$ cat src/rtl/serial_frame_pkg.sv
// Shared frame constants and controller state type for the serial frame transmitter
// and the matching receiver controller.
package serial_frame_pkg;

    localparam int unsigned PRE_W  = 4;
    localparam int unsigned LEN_W  = 5;
    localparam int unsigned DATA_W = 16;

    localparam logic [PRE_W-1:0] PREAMBLE = 4'b1101;

    // Index width for a vector of n bits (at least one bit).
    function automatic int unsigned idx_w(int unsigned n);
        return (n <= 1) ? 1 : $clog2(n);
    endfunction

    function automatic int unsigned max3(int unsigned a, int unsigned b, int unsigned c);
        int unsigned m;
        m = (a > b) ? a : b;
        return (m > c) ? m : c;
    endfunction

    localparam int unsigned CNT_W = max3(idx_w(PRE_W), LEN_W, idx_w(DATA_W));

    typedef enum logic [2:0] {
        StIdle = 3'd0,
        StLoad = 3'd1,
        StPre  = 3'd2,
        StLen  = 3'd3,
        StPay  = 3'd4,
        StDone = 3'd5
    } tx_state_e;

endpackage

$ cat src/rtl/serial_frame_tx_if.sv
// Host-side bundle of the serial frame transmitter: request/payload in, status and line out.
interface serial_frame_tx_if;
    import serial_frame_pkg::*;

    logic              start;
    logic [LEN_W-1:0]  len;
    logic [DATA_W-1:0] data;
    logic              ready;
    logic              busy;
    logic              serial_out;
    logic              done;

    modport master (
        output start, len, data,
        input  ready, busy, serial_out, done
    );

    modport slave (
        input  start, len, data,
        output ready, busy, serial_out, done
    );

endinterface

$ cat src/rtl/serial_frame_tx_ctrl.sv
// Frame sequencing FSM: walks IDLE -> LOAD -> PRE -> LEN -> PAY -> DONE driven by the
// datapath's bit counter.
module serial_frame_tx_ctrl
    import serial_frame_pkg::*;
(
    input  logic      clk_i,
    input  logic      rst_ni,
    input  logic      start_i,
    input  logic      cnt_zero_i,
    input  logic      len_zero_i,
    output tx_state_e state_o,
    output logic      ready_o,
    output logic      busy_o
);

    tx_state_e state_q, state_d;

    always_ff @(posedge clk_i or negedge rst_ni) begin
        if (!rst_ni) begin
            state_q <= StIdle;
        end else begin
            state_q <= state_d;
        end
    end

    always_comb begin
        state_d = state_q;
        ready_o = 1'b0;
        busy_o  = 1'b0;
        case (state_q)
            StIdle: begin
                ready_o = 1'b1;
                if (start_i) state_d = StLoad;
            end
            StLoad: begin
                if (!start_i) state_d = StPre;
            end
            StPre: begin
                busy_o = 1'b1;
                if (cnt_zero_i) state_d = StLen;
            end
            StLen: begin
                busy_o = 1'b1;
                if (cnt_zero_i) state_d = len_zero_i ? StDone : StPay;
            end
            StPay: begin
                busy_o = 1'b1;
                if (cnt_zero_i) state_d = StDone;
            end
            StDone: begin
                state_d = StIdle;
            end
            default: begin
                state_d = StIdle;
            end
        endcase
    end

    assign state_o = state_q;

endmodule

$ cat src/rtl/serial_frame_tx.sv
// Serial frame transmitter top: captures host payload, shifts out preamble, length field
// and payload MSB first on a registered line, then pulses done.
module serial_frame_tx
    import serial_frame_pkg::*;
(
    input  logic         clk_i,
    input  logic         rst_ni,
    serial_frame_tx_if.slave bus_io
);

    localparam int unsigned PreIdxW  = idx_w(PRE_W);
    localparam int unsigned LenIdxW  = idx_w(LEN_W);
    localparam int unsigned DataIdxW = idx_w(DATA_W);
    localparam logic [CNT_W-1:0] CntOne = CNT_W'(1);

    tx_state_e         state;
    logic [LEN_W-1:0]  len_q, len_d, len_clamp;
    logic [DATA_W-1:0] data_q, data_d;
    logic [CNT_W-1:0]  cnt_q, cnt_d;
    logic              serial_q, serial_d;
    logic              done_q, done_d;
    logic              cnt_zero, len_zero, capture;

    serial_frame_tx_ctrl u_ctrl (
        .clk_i      (clk_i),
        .rst_ni     (rst_ni),
        .start_i    (bus_io.start),
        .cnt_zero_i (cnt_zero),
        .len_zero_i (len_zero),
        .state_o    (state),
        .ready_o    (bus_io.ready),
        .busy_o     (bus_io.busy)
    );

    assign cnt_zero  = (cnt_q == '0);
    assign len_zero  = (len_q == '0);
    assign capture   = bus_io.start && ((state == StIdle) || (state == StLoad));
    // Payload register only holds DATA_W bits, so longer requests are cut to a full word.
    assign len_clamp = (bus_io.len > LEN_W'(DATA_W)) ? LEN_W'(DATA_W) : bus_io.len;

    always_comb begin
        len_d    = len_q;
        data_d   = data_q;
        cnt_d    = cnt_q;
        serial_d = 1'b0;
        done_d   = 1'b0;
        if (capture) begin
            len_d  = len_clamp;
            data_d = bus_io.data;
        end
        case (state)
            StLoad: begin
                if (!bus_io.start) cnt_d = CNT_W'(PRE_W - 1);
            end
            StPre: begin
                serial_d = PREAMBLE[cnt_q[PreIdxW-1:0]];
                cnt_d    = cnt_zero ? CNT_W'(LEN_W - 1) : cnt_q - CntOne;
            end
            StLen: begin
                serial_d = len_q[cnt_q[LenIdxW-1:0]];
                if (cnt_zero) begin
                    cnt_d = len_zero ? '0 : CNT_W'(len_q) - CntOne;
                end else begin
                    cnt_d = cnt_q - CntOne;
                end
            end
            StPay: begin
                serial_d = data_q[cnt_q[DataIdxW-1:0]];
                cnt_d    = cnt_zero ? '0 : cnt_q - CntOne;
            end
            StDone: begin
                done_d = 1'b1;
            end
            default: begin
                cnt_d = '0;
            end
        endcase
    end

    always_ff @(posedge clk_i or negedge rst_ni) begin
        if (!rst_ni) begin
            len_q    <= '0;
            data_q   <= '0;
            cnt_q    <= '0;
            serial_q <= 1'b0;
            done_q   <= 1'b0;
        end else begin
            len_q    <= len_d;
            data_q   <= data_d;
            cnt_q    <= cnt_d;
            serial_q <= serial_d;
            done_q   <= done_d;
        end
    end

    assign bus_io.serial_out = serial_q;
    assign bus_io.done       = done_q;

endmodule

$ cat src/flat_wrapper.sv
// flat-port wrapper written by rule: the top's interface ports become plain ports
module serial_frame_tx_flat import serial_frame_pkg::*;
  (clk_i, rst_ni, bus_io_start, bus_io_len, bus_io_data, bus_io_ready, bus_io_busy, bus_io_serial_out, bus_io_done);
  serial_frame_tx_if bus_io_i ();
  input  logic clk_i;
  input  logic rst_ni;
  input wire logic [$bits(bus_io_i.start)-1:0] bus_io_start;
  input wire logic [$bits(bus_io_i.len)-1:0] bus_io_len;
  input wire logic [$bits(bus_io_i.data)-1:0] bus_io_data;
  output wire logic [$bits(bus_io_i.ready)-1:0] bus_io_ready;
  output wire logic [$bits(bus_io_i.busy)-1:0] bus_io_busy;
  output wire logic [$bits(bus_io_i.serial_out)-1:0] bus_io_serial_out;
  output wire logic [$bits(bus_io_i.done)-1:0] bus_io_done;
  assign bus_io_i.start = bus_io_start;
  assign bus_io_i.len = bus_io_len;
  assign bus_io_i.data = bus_io_data;
  assign bus_io_ready = bus_io_i.ready;
  assign bus_io_busy = bus_io_i.busy;
  assign bus_io_serial_out = bus_io_i.serial_out;
  assign bus_io_done = bus_io_i.done;
  serial_frame_tx u_core (.clk_i(clk_i), .rst_ni(rst_ni), .bus_io(bus_io_i));
endmodule
$ cat config.mk
export PLATFORM = sky130hd
export DESIGN_NAME = serial_frame_tx_flat
export DESIGN_NICKNAME = d
export VERILOG_FILES = /design/src/rtl/serial_frame_pkg.sv /design/src/rtl/serial_frame_tx_if.sv /design/src/rtl/serial_frame_tx_ctrl.sv /design/src/rtl/serial_frame_tx.sv /design/src/flat_wrapper.sv
export SDC_FILE = /design/constraint.sdc
export NUM_CORES = 1
export LEC_CHECK = 0
export CORE_MARGIN = 10
export CORE_UTILIZATION = 43
export CTS_BUF_LIST = sky130_fd_sc_hd__clkbuf_8
export CTS_CLUSTER_DIAMETER = 40
export CTS_CLUSTER_SIZE = 40
export DETAILED_ROUTE_END_ITERATION = 10
export GPL_TIMING_DRIVEN = 0
export PLACE_DENSITY = 0.67
export SYNTH_ARGS = -nofsm -noshare
export SYNTH_HDL_FRONTEND = slang
export SYNTH_SLANG_ARGS = --single-unit
$ cat constraint.sdc
create_clock -name clk_i -period 2 [get_ports clk_i]
set_input_delay 0.2 -clock clk_i [delete_from_list [all_inputs] [get_ports clk_i]]
set_output_delay 0.2 -clock clk_i [all_outputs]
set_load 0.02 [all_outputs]
==> impl_metrics.ini <==
[outcome]
status = finished, violations left
failed_checks = hold timing

[timing]
fmax_mhz = 519
setup_viol = 0
slew_violations = 0
fin_tns_setup_ps = 0
min_period_ps = 1930
worst_slew_pin_slew_ps = 675
period_share = 0.963
slew_headroom = 0.550
holdWs_ps = -49.4
worst_slack_ps = 73.7
hold_viol = 31
skew_ps = 3.52
rsz0062_at_grt = true

[route]
vias = 1338
drc_errors = 0
post_drt_wl_per_cell_um = 15.6
detail_route.vias_per_cell = 5.53
drt_iter0_drc = 105
drt-total-wl_mm = 3.78
postRouteAntennaNets = 0
drtPass1Iterations = 5

[worst_setup_path]
reg2reg_from = u_core.cnt_q[0]
r2r_slack_ps = 70
cp-startpoint = u_core.cnt_q[0]
crit_path_end = u_core.cnt_q[1]
worstPathMaxFanout = 10
regToRegEndpoint = u_core.cnt_q[1]
cp_cell_sequence = buf_6 -> inv_1 -> ha_1 -> nor4b_4 -> buf_4 -> nand4_1 -> or2_2 -> a31oi_1
cp.required_ps = 2200
cp.arrival_ps = 2130
worst_r2r_path_depth = 8
critPathKind = flop to flop
cp_slowest_cell = dfrtp_2
slowest_delay_ps = 470
endpoint_kind = flop
critPathLaunchType = flop

[clock_tree]
clk_pin_slew_ps = 70
cts_buffers = 5
cts_root_buffer = clkbuf_8
cts.sinks = 31
cts.path.max_buffers = 2
cts_tree = done
htree_levels = 2
clock_latency_ps = 280

[floorplanning]
die_y_um = 83.2
dieArea_mm2 = 0.00692
io_pins = 28
rows = 22
die_w_um = 83.2
core_mm2 = 0.00377
initial_core_util = 0.455

[placement]
gp_congestion = 0.871
place_inst = 232
io_buffers = 27
dpl.hpwl_mm = 2.86
place_area_mm2 = 0.00205
place_ws_ps = -102

[grt]
grt_pass1_vias = 1338
gr-usage-met2 = 0.174
grt_start_max_net_pins = 32
grt_pass1_wl_mm = 6.29
met3_usage = 0.0449
antenna_found_initial = 0
busiest_layer = met2
use_met1 = 0.126
track_usage = 0.110
grt_overflow = 0

[synthesis]
yosysTopAreaCell = dfrtp_1
yosys.area_share.adder = 0.0219
synth_common_cells = 31 x dfrtp_1, 17 x mux2_2, 12 x nand2_1
yosysMostFrequentCell = dfrtp_1
muxShareOfSynthArea = 0.190
synth_simple_gate_area_frac = 0.166
seq_area_frac_synth = 0.452
synthesis.area_mm2 = 0.00172
synth_xor_area_frac = 0.0102
synth_seq_cells = 31
yosys_warnings = 0
synth_edf_count = 0
syn_avg_cell_area_um2 = 10.9
ys_top_cells_by_area = dfrtp_1 45%, mux2_2 11%, mux4_1 6.1%
ys_types = 43
syn_nets = 184
synth_top_area_share = 0.452
synth_compound_area_frac = 0.113
async_flop_share = 1.00
synth_top_family_by_area = multiplexers
synthFlopType = dfrtp_1
syn_inst = 157

[power]
p_total_mw = 3.54
combPwrFrac = 0.495
clockPowerShare = 0.181
p_leak_nw = 0.955
p_int_mw = 2.25
powerDensity_mw_per_mm2 = 1610
irDropWorstVdd_v = 0.000745
swShare = 0.364
switchingPower_mw = 1.29
sequentialPowerShare = 0.324

[finish]
final_cell_area_mm2 = 0.00220
syn_to_final_growth_pct = 28.3
fin_cells = 242
multi_input_area_um2 = 882
drive_above_1_share = 0.232
final_nets = 220
fin_util = 0.584
regArea_um2 = 777
antenna_cells = 0
num-fill-cells = 302

[job]
max-cap-violations = 0

[hold_path]
hold_path.class = input pin to async pin
## worst max-delay path, delay by kind of cell, from the launching register on
family                     cells  cell delay (ps)
adders and majority gates      1              170
DFF                            1              470
AOI/OAI and AO/OA              1              150
and+or+nand+nor                3              670
buffers and inverters          3              380
## cell usage in the layout, fill, tap and decap left out, types with 2 or more instances in the layout
cell type / synthesis / routed
nor2b_1: 6 / 5
a21oi_1: 3 / 3
nor4_1: 2 / 2
nand2_1: 12 / 12
clkbuf_1: 2 / 2
clkdlybuf4s50_1: 0 / 25
buf_4: 0 / 3
nand2b_1: 8 / 8
inv_1: 8 / 8
buf_2: 6 / 6
mux4_1: 4 / 4
mux2_2: 17 / 17
o31ai_1: 2 / 2
nor3_1: 5 / 5
a221o_1: 2 / 2
dfrtp_1: 31 / 30
clkbuf_8: 0 / 6
o21ai_0: 9 / 9
mux2i_1: 3 / 3
ha_1: 3 / 3
o22ai_1: 2 / 2
nor2_1: 8 / 6
nor2_2: 0 / 2
## repair_timing
action,CTS,global route
buffers inserted,2,0
gates resized for setup,4,4
hold buffers,0,0
setup endpoints to repair,2,8
## flip-flops by register name (all words and copies together), names as in the netlist
register	cells
u_core.bus_io.serial_out	1
u_core.len_q	5
u_core.cnt_q	5
u_core.data_q	16
u_core.bus_io.done	1
u_core.u_ctrl.state_o	3
## worst min-delay path by stage
stage	startpoint	to	cells past startpoint
floorplan	rst_ni	u_core.bus_io.done	0
global placement	u_core.data_q[7]	u_core.data_q[7]	1
detailed placement	u_core.data_q[9]	u_core.data_q[9]	1
CTS	bus_io_len[0]	u_core.len_q[0]	3
global route	rst_ni	u_core.len_q[3]	1
finish	rst_ni	u_core.u_ctrl.state_o[2]	1
## layer usage
layer	vias to the layer above	share of wire	routed length, um
met2	36	0.49	1850
met1	650	0.43	1630
li1	643	-	-
met5	-	0	0
met4	0	0.021	80
met3	9	0.057	216
## power groups by stage
stage / registers [mW] / logic [mW] / clock network (mW)
floorplan: 1.09 / 1.29 / 0
global placement: 1.13 / 1.64 / 0
detailed placement: 1.15 / 1.69 / 0
CTS: 1.14 / 1.74 / 0.657
global route: 1.18 / 1.93 / 0.690
finish: 1.15 / 1.75 / 0.642
## layout make-up
| cell class | count | share of cell area |
|---|---|---|
| multi-input combinational | 109 | 0.401 |
| sequential | 31 | 0.353 |
| tap | 48 | 0.0273 |
| timing repair buffer | 29 | 0.128 |
| clock buffer | 6 | 0.0375 |
| clock inverter | 2 | 0.0159 |
| buffer | 9 | 0.0233 |
| inverter | 8 | 0.0136 |
## cells by family (layout without fill, tap and decap cells)
family | after synthesis | in the layout
AND/OR/NAND/NOR | 52 | 52
multiplexers | 24 | 24
buffers and inverters | 17 | 54
XOR/XNOR | 2 | 2
AO/OA/AOI/OAI | 28 | 28
flip-flops | 31 | 31
adder cells (fa/ha/maj) | 3 | 3
Power figures use the tool's default switching activity.
